### config.mk
export PLATFORM = sky130hd
export DESIGN_NAME = stream_fifo_flat
export DESIGN_NICKNAME = d
export VERILOG_FILES = /design/src/rtl/stream_fifo_if.sv /design/src/rtl/stream_fifo.sv /design/src/flat_wrapper.sv
export SDC_FILE = /design/constraint.sdc
export NUM_CORES = 1
export LEC_CHECK = 0
export CAP_MARGIN = 10
export CORE_MARGIN = 2
export CORE_UTILIZATION = 40
export CTS_CLUSTER_SIZE = 30
export DETAILED_ROUTE_END_ITERATION = 8
export PLACE_DENSITY_LB_ADDON = 0.05
export SLEW_MARGIN = 20
export SYNTH_ARGS = -nofsm -noshare
export SYNTH_HDL_FRONTEND = slang
export SYNTH_SLANG_ARGS = --single-unit
### constraint.sdc
create_clock -name clk_i -period 2.8 [get_ports clk_i]
set_input_delay 0.56 -clock clk_i [delete_from_list [all_inputs] [get_ports clk_i]]
set_output_delay 0.56 -clock clk_i [all_outputs]
set_load 0.1 [all_outputs]
### src/rtl/stream_fifo_if.sv
// ---------------------------------------------------------------------------
// stream_fifo_if
//   Valid/ready stream bundle used on both sides of stream_fifo.
//
//   data   WIDTH  payload word, driven by the master
//   valid  1      payload is valid, driven by the master
//   ready  1      receiver accepts the word, driven by the slave
//
//   A word transfers on a rising edge where valid && ready.
// ---------------------------------------------------------------------------
interface stream_fifo_if #(
  parameter int WIDTH = 8
) ();

  logic [WIDTH-1:0] data;
  logic             valid;
  logic             ready;

  modport master (output data, output valid, input ready);
  modport slave  (input data, input valid, output ready);

endinterface : stream_fifo_if

### src/rtl/stream_fifo.sv
// ---------------------------------------------------------------------------
// stream_fifo
//   Synchronous first-word-fall-through FIFO with valid/ready on both sides.
//   The head word, valid, ready and almost-full are all registered, so there
//   is no combinational path from either handshake input to the opposite
//   handshake output.
//
//   clk_i          clock, all logic on the rising edge
//   rst_i          synchronous reset, active-high
//   clear_i        synchronous flush, active-high (data_o is kept)
//   wr_if          slave stream: data/valid in, ready out (ready = not full)
//   rd_if          master stream: data/valid out (valid = not empty), ready in
//   count_o        occupancy, 0..DEPTH
//   almost_full_o  count_o >= AFULL_LEVEL
//
//   DEPTH must be a power of two >= 2; the interface WIDTH must equal WIDTH.
// ---------------------------------------------------------------------------
module stream_fifo #(
  parameter int WIDTH       = 8,
  parameter int DEPTH       = 8,
  parameter int AFULL_LEVEL = DEPTH - 2
) (
  input  logic                   clk_i,
  input  logic                   rst_i,
  input  logic                   clear_i,
  stream_fifo_if.slave           wr_if,
  stream_fifo_if.master          rd_if,
  output logic [$clog2(DEPTH):0] count_o,
  output logic                   almost_full_o
);

  localparam int PW = $clog2(DEPTH);
  localparam int CW = PW + 1;

  localparam logic [CW-1:0] DEPTH_C = CW'(DEPTH);
  localparam logic [CW-1:0] AFULL_C = CW'(AFULL_LEVEL);

  // Storage and state
  logic [WIDTH-1:0] mem_q [DEPTH];

  logic [PW-1:0]    wr_ptr_q, wr_ptr_d;
  logic [PW-1:0]    rd_ptr_q, rd_ptr_d;
  logic [CW-1:0]    count_q,  count_d;
  logic [WIDTH-1:0] data_q,   data_d;
  logic             valid_q,  valid_d;
  logic             ready_q,  ready_d;
  logic             afull_q,  afull_d;

  logic push;
  logic pop;
  logic mem_we;

  // Handshakes use the registered status, so a write at full is refused even
  // when a pop happens in the same cycle.
  assign push   = wr_if.valid && ready_q;
  assign pop    = valid_q && rd_if.ready;
  assign mem_we = push && !clear_i && !rst_i;

  // NOTE: every signal driven here gets a default first, so no path through
  // the block leaves one unassigned and no latch is inferred.
  always_comb begin
    wr_ptr_d = wr_ptr_q;
    rd_ptr_d = rd_ptr_q;
    count_d  = count_q;
    data_d   = data_q;

    if (clear_i) begin
      // Flush: discard contents and any concurrent write, keep data_o.
      wr_ptr_d = '0;
      rd_ptr_d = '0;
      count_d  = '0;
    end else begin
      if (push) wr_ptr_d = wr_ptr_q + PW'(1);
      if (pop)  rd_ptr_d = rd_ptr_q + PW'(1);

      unique case ({push, pop})
        2'b10:   count_d = count_q + CW'(1);
        2'b01:   count_d = count_q - CW'(1);
        default: count_d = count_q;
      endcase

      // Preload the next head. If the FIFO is empty after any pop, the word
      // being written this cycle is the new head and is bypassed from the
      // input, since it is not in memory yet. Empty keeps the last value.
      if (count_d != '0) begin
        if (push && (wr_ptr_q == rd_ptr_d)) data_d = wr_if.data;
        else                                data_d = mem_q[rd_ptr_d];
      end
    end

    valid_d = (count_d != '0);
    ready_d = (count_d <  DEPTH_C);
    afull_d = (count_d >= AFULL_C);
  end

  // NOTE: state registers use non-blocking assignments so every flop samples
  // the pre-edge value of its inputs regardless of block ordering.
  always_ff @(posedge clk_i) begin
    if (rst_i) begin
      wr_ptr_q <= '0;
      rd_ptr_q <= '0;
      count_q  <= '0;
      data_q   <= '0;
      valid_q  <= 1'b0;
      ready_q  <= 1'b1;
      afull_q  <= 1'b0;
    end else begin
      wr_ptr_q <= wr_ptr_d;
      rd_ptr_q <= rd_ptr_d;
      count_q  <= count_d;
      data_q   <= data_d;
      valid_q  <= valid_d;
      ready_q  <= ready_d;
      afull_q  <= afull_d;
    end
  end

  // NOTE: the storage array has no reset; count and pointers define which
  // entries are live, so stale contents are never observed.
  always_ff @(posedge clk_i) begin
    if (mem_we) mem_q[wr_ptr_q] <= wr_if.data;
  end

  assign wr_if.ready   = ready_q;
  assign rd_if.data    = data_q;
  assign rd_if.valid   = valid_q;
  assign count_o       = count_q;
  assign almost_full_o = afull_q;

endmodule : stream_fifo

### src/flat_wrapper.sv
// flat-port wrapper written by rule: the top's interface ports become plain ports
module stream_fifo_flat 
#(
  parameter int WIDTH       = 8,
  parameter int DEPTH       = 8,
  parameter int AFULL_LEVEL = DEPTH - 2
)
  (clk_i, rst_i, clear_i, count_o, almost_full_o, wr_if_data, wr_if_valid, wr_if_ready, rd_if_data, rd_if_valid, rd_if_ready);
  stream_fifo_if #(.WIDTH(WIDTH)) wr_if_i ();
  stream_fifo_if #(.WIDTH(WIDTH)) rd_if_i ();
  input  logic clk_i;
  input  logic rst_i;
  input  logic clear_i;
  output logic [$clog2(DEPTH):0] count_o;
  output logic almost_full_o;
  input wire logic [$bits(wr_if_i.data)-1:0] wr_if_data;
  input wire logic [$bits(wr_if_i.valid)-1:0] wr_if_valid;
  output wire logic [$bits(wr_if_i.ready)-1:0] wr_if_ready;
  output wire logic [$bits(rd_if_i.data)-1:0] rd_if_data;
  output wire logic [$bits(rd_if_i.valid)-1:0] rd_if_valid;
  input wire logic [$bits(rd_if_i.ready)-1:0] rd_if_ready;
  assign wr_if_i.data = wr_if_data;
  assign wr_if_i.valid = wr_if_valid;
  assign wr_if_ready = wr_if_i.ready;
  assign rd_if_data = rd_if_i.data;
  assign rd_if_valid = rd_if_i.valid;
  assign rd_if_i.ready = rd_if_ready;
  stream_fifo #(.WIDTH(WIDTH), .DEPTH(DEPTH), .AFULL_LEVEL(AFULL_LEVEL)) u_core (.clk_i(clk_i), .rst_i(rst_i), .clear_i(clear_i), .wr_if(wr_if_i), .rd_if(rd_if_i), .count_o(count_o), .almost_full_o(almost_full_o));
endmodule
==> key figures, run 1 <==
Status
  • Status: finished, final reports clean

Global route
  • First-pass GRT wire length: 12200 µm
  • Initial antenna violation count: 0
  • GRT Util Overall: 16.3%
  • Largest net degree at the start of global routing: 31
  • Vias in the first global route: 2197
  • GRT overflow: 0

Finish
  • Nets@finish: 369
  • Multi-input gate area: 0.00122 mm²
  • Filler cells: 770
  • N_diodes: 0
  • Share of cells above drive strength 1: 23.3%
  • Reg area: 0.00235 mm²
  • Area Overhead vs Synth: 22.1%

Timing
  • Tmin final: 2500 ps
  • Final WS setup: 304 ps
  • F_max: 401 MHz
  • Worst slew pin tran: 873 ps
  • Slew HR: 41.8%
  • RSZ-0062 raised after global routing: no
  • Worst Skew: 8.71 ps
  • Final hold violation count: 0
  • Final hold slack: 531 ps
  • Crit share post-route: 89.1%
  • Slew Limit Fails: 0
  • Final setup violation count: 0

Synth
  • Xor and xnor area share after synthesis: 2.86%
  • Count of different cell masters after synthesis: 43
  • Post-Synth Simple-Gate Area: 16.7%
  • Synthesized instance count: 297
  • Compound-cell area share of the yosys netlist: 8.69%
  • Post-Syn Nets: 315
  • Multiplexer area fraction after synthesis: 2.76%
  • Register area share after synthesis: 64.6%
  • Yosys warns: 0
  • Syn Area/Cell: 12.2 µm²
  • Largest family of logic cells by synthesized area: simple AND/OR/NAND/NOR gates
  • Post-Synth Adder-Cell Area: 1.72%
  • FF+latch count, synth: 85
  • Cell Area, Synth: 0.00363 mm²

Critical path
  • Critical path endpoint category: register
  • Required @ worst endpoint: 3030 ps
  • Crit path launch type: register
  • Reg2Reg Setup Slack: 300 ps
  • Critical path class: reg -> reg
  • WP data arrival: 2730 ps
  • Worst-path fanout max: 8

Die
  • Initial Util: 41.4%
  • Die H: 99.2 µm
  • IO Pins: 28
  • Die width: 99.2 µm
  • Row cnt: 34
  • Core area: 0.00876 mm²
  • Die Area: 0.00985 mm²

Job
  • Max Cap Viol: 0

Clock tree
  • TritonCTS clock tree: yes
  • Worst-path clk slew: 100 ps
  • Clock sink count: 85
  • Clock root buffer: clkbuf_8
  • H-tree depth: 3
  • Clock Tree Buf Depth: 2
  • Total CTS buffers: 9
  • Clock Latency Late Sink: 350 ps

Routing
  • WL per Instance: 17.2 µm
  • DRC viols: 0
  • Final ANT Viol Nets: 0
  • Initial DRC count: 137
  • Via count: 2408
  • Total routed wirelength: 7970 µm
  • DR vias/cell: 5.19
  • TritonRoute pass-1 iters: 4

Power
  • Leakage power: 1.64 nW
  • Pwr dens: 587 mW/mm²
  • VDD IR-drop max: 0.000276 V

Placement
  • Pre-CTS WS: -232 ps
  • Gpl congestion: 0.753
  • # port buffers: 27
  • DP HPWL: 5290 µm

Min path
  • Hold crit path type: reg -> reg
## cell families (layout without fill, tap and decap cells)
| kind of cell | Yosys count | count (layout) |
|---|---|---|
| buffers and inverters | 18 | 77 |
| XOR/XNOR | 11 | 11 |
| multiplexers | 10 | 10 |
| adder cells (fa/ha/maj) | 5 | 5 |
| AO/OA/AOI/OAI | 33 | 33 |
| flip-flops | 85 | 85 |
| AND/OR/NAND/NOR | 135 | 135 |
## synthesized netlist by cell type, drive strengths merged
cell type	n	area share (%)
nor2b	3	0.52
a21oi	4	0.66
buf	6	1.4
nor3	2	0.28
nand3b	2	0.41
o31a	1	0.24
and4	1	0.24
o22a	1	0.24
inv	5	0.52
a2bb2oi	1	0.24
or3	1	0.17
a311oi	8	3.3
and2	1	0.17
nand3	20	2.8
ha	5	1.7
a32oi	8	1.9
nand2b	2	0.34
dfxtp	21	12
o211ai	1	0.21
mux2i	10	2.8
nand2	65	6.7
clkbuf	7	0.72
a21boi	1	0.21
a21bo	1	0.28
or2b	1	0.21
xor2	6	1.4
xnor2	5	1.4
nor3b	1	0.21
o22ai	4	0.69
or2	1	0.17
a211oi	1	0.21
o41ai	1	0.24
or4b	1	0.38
nand4	9	1.6
o2bb2ai	1	0.24
edfxtp	64	53
nor2	25	2.6
## worst paths after layout
kind	start	to	depth (start not counted)
worst max-delay path	u_core.rd_ptr_q[0]$_SDFF_PP0_	u_core.rd_if.data[3]$_SDFFE_PP0P_	7
worst min-delay path	u_core.wr_if.ready$_SDFF_PP1_	u_core.wr_ptr_q[1]$_SDFFE_PP0P_	2
worst max register to register	u_core.rd_ptr_q[0]$_SDFF_PP0_	u_core.rd_if.data[3]$_SDFFE_PP0P_	7
worst min register to register	u_core.wr_if.ready$_SDFF_PP1_	u_core.wr_ptr_q[1]$_SDFFE_PP0P_	2
## power breakdown
part | switching (mW) | total (mW) | internal [mW]
sequential | 0.0153 | 1.39 | 1.37
clock | 0.503 | 0.848 | 0.345
combinational | 0.241 | 0.366 | 0.125
total | 0.759 | 2.60 | 1.84
## metrics by stage
stage               setup TNS (ps)  cell area [µm²]  cells  utilization, %  power, mW
floorplan                        0             3640    297               -       1.65
global placement             -1460             4160    445            47.4       1.76
detailed placement           -1820             4160    445            47.4       1.76
CTS                              0             4340    461            49.6       2.61
global route                     0             4430    464            50.6       2.70
finish                           0             4430    464            50.6       2.60
## metal layers
metal	routed length, µm	global-route usage [%]
met1	4100	25.2
met4	57	4.43
met2	3450	23.2
met5	0	0
met3	361	3.72
## state kept, by name, indices dropped and copies added, names as in the netlist
signal                cells
u_core.mem_q             64
u_core.rd_if.data         8
u_core.count_o            4
u_core.rd_ptr_q           3
u_core.wr_ptr_q           3
u_core.almost_full_o      1
u_core.rd_if.valid        1
u_core.wr_if.ready        1
## worst max-delay path, cell delays in order, from the launching register on
cell and delay, ps:
dfxtp_1 450, ha_1 280, nand3b_1 210, o22a_1 220
o22ai_1 670, a32oi_1 240, nand4_1 200, a311oi_2 110
## layout make-up
| cell class | instances | area share, % |
|---|---|---|
| Sequential cell | 85 | 53.0 |
| Multi-Input combinational cell | 194 | 27.6 |
| Timing Repair Buffer | 56 | 11.6 |
| Tap cell | 108 | 3.05 |
| Clock buffer | 9 | 2.80 |
| Clock inverter | 7 | 1.44 |
| Inverter | 5 | 0.423 |
## placed cells by master, fill, tap and decap left out, types with 9 or more instances in the layout
cell | Yosys | layout
edfxtp_1 | 64 | 64
buf_4 | 1 | 40
nand4_1 | 9 | 9
nand3_1 | 20 | 20
nor2_1 | 25 | 25
clkdlybuf4s50_1 | 0 | 10
nand2_1 | 65 | 63
clkbuf_8 | 0 | 9
mux2i_1 | 10 | 10
dfxtp_1 | 21 | 19
## what timing repair did
item | CTS | global route
hold buffers | 0 | 0
endpoints found under the hold margin | 0 | 0
buffers inserted | 0 | 1
gates resized for setup | 0 | 7
setup endpoints to repair | 0 | 2
(Power assumes the default switching activity.)
==> inputs of run 2 (changes only) <==
--- a/config.mk
+++ b/config.mk
@@ -10,6 +10,7 @@
 export CORE_UTILIZATION = 40
 export CTS_CLUSTER_SIZE = 30
 export DETAILED_ROUTE_END_ITERATION = 8
+export HOLD_SLACK_MARGIN = 0.15
 export PLACE_DENSITY_LB_ADDON = 0.05
 export SLEW_MARGIN = 20
 export SYNTH_ARGS = -nofsm -noshare
==> results of run 2 <==
Same layout as run 1: the final DEF is identical, and so are final timing and power.
==> inputs of run 3 (changes only) <==
--- a/config.mk
+++ b/config.mk
@@ -5,7 +5,6 @@
 export SDC_FILE = /design/constraint.sdc
 export NUM_CORES = 1
 export LEC_CHECK = 0
-export CAP_MARGIN = 10
 export CORE_MARGIN = 2
 export CORE_UTILIZATION = 40
 export CTS_CLUSTER_SIZE = 30
==> results of run 3 <==
Same layout as run 1: the final DEF is identical, and so are final timing and power.
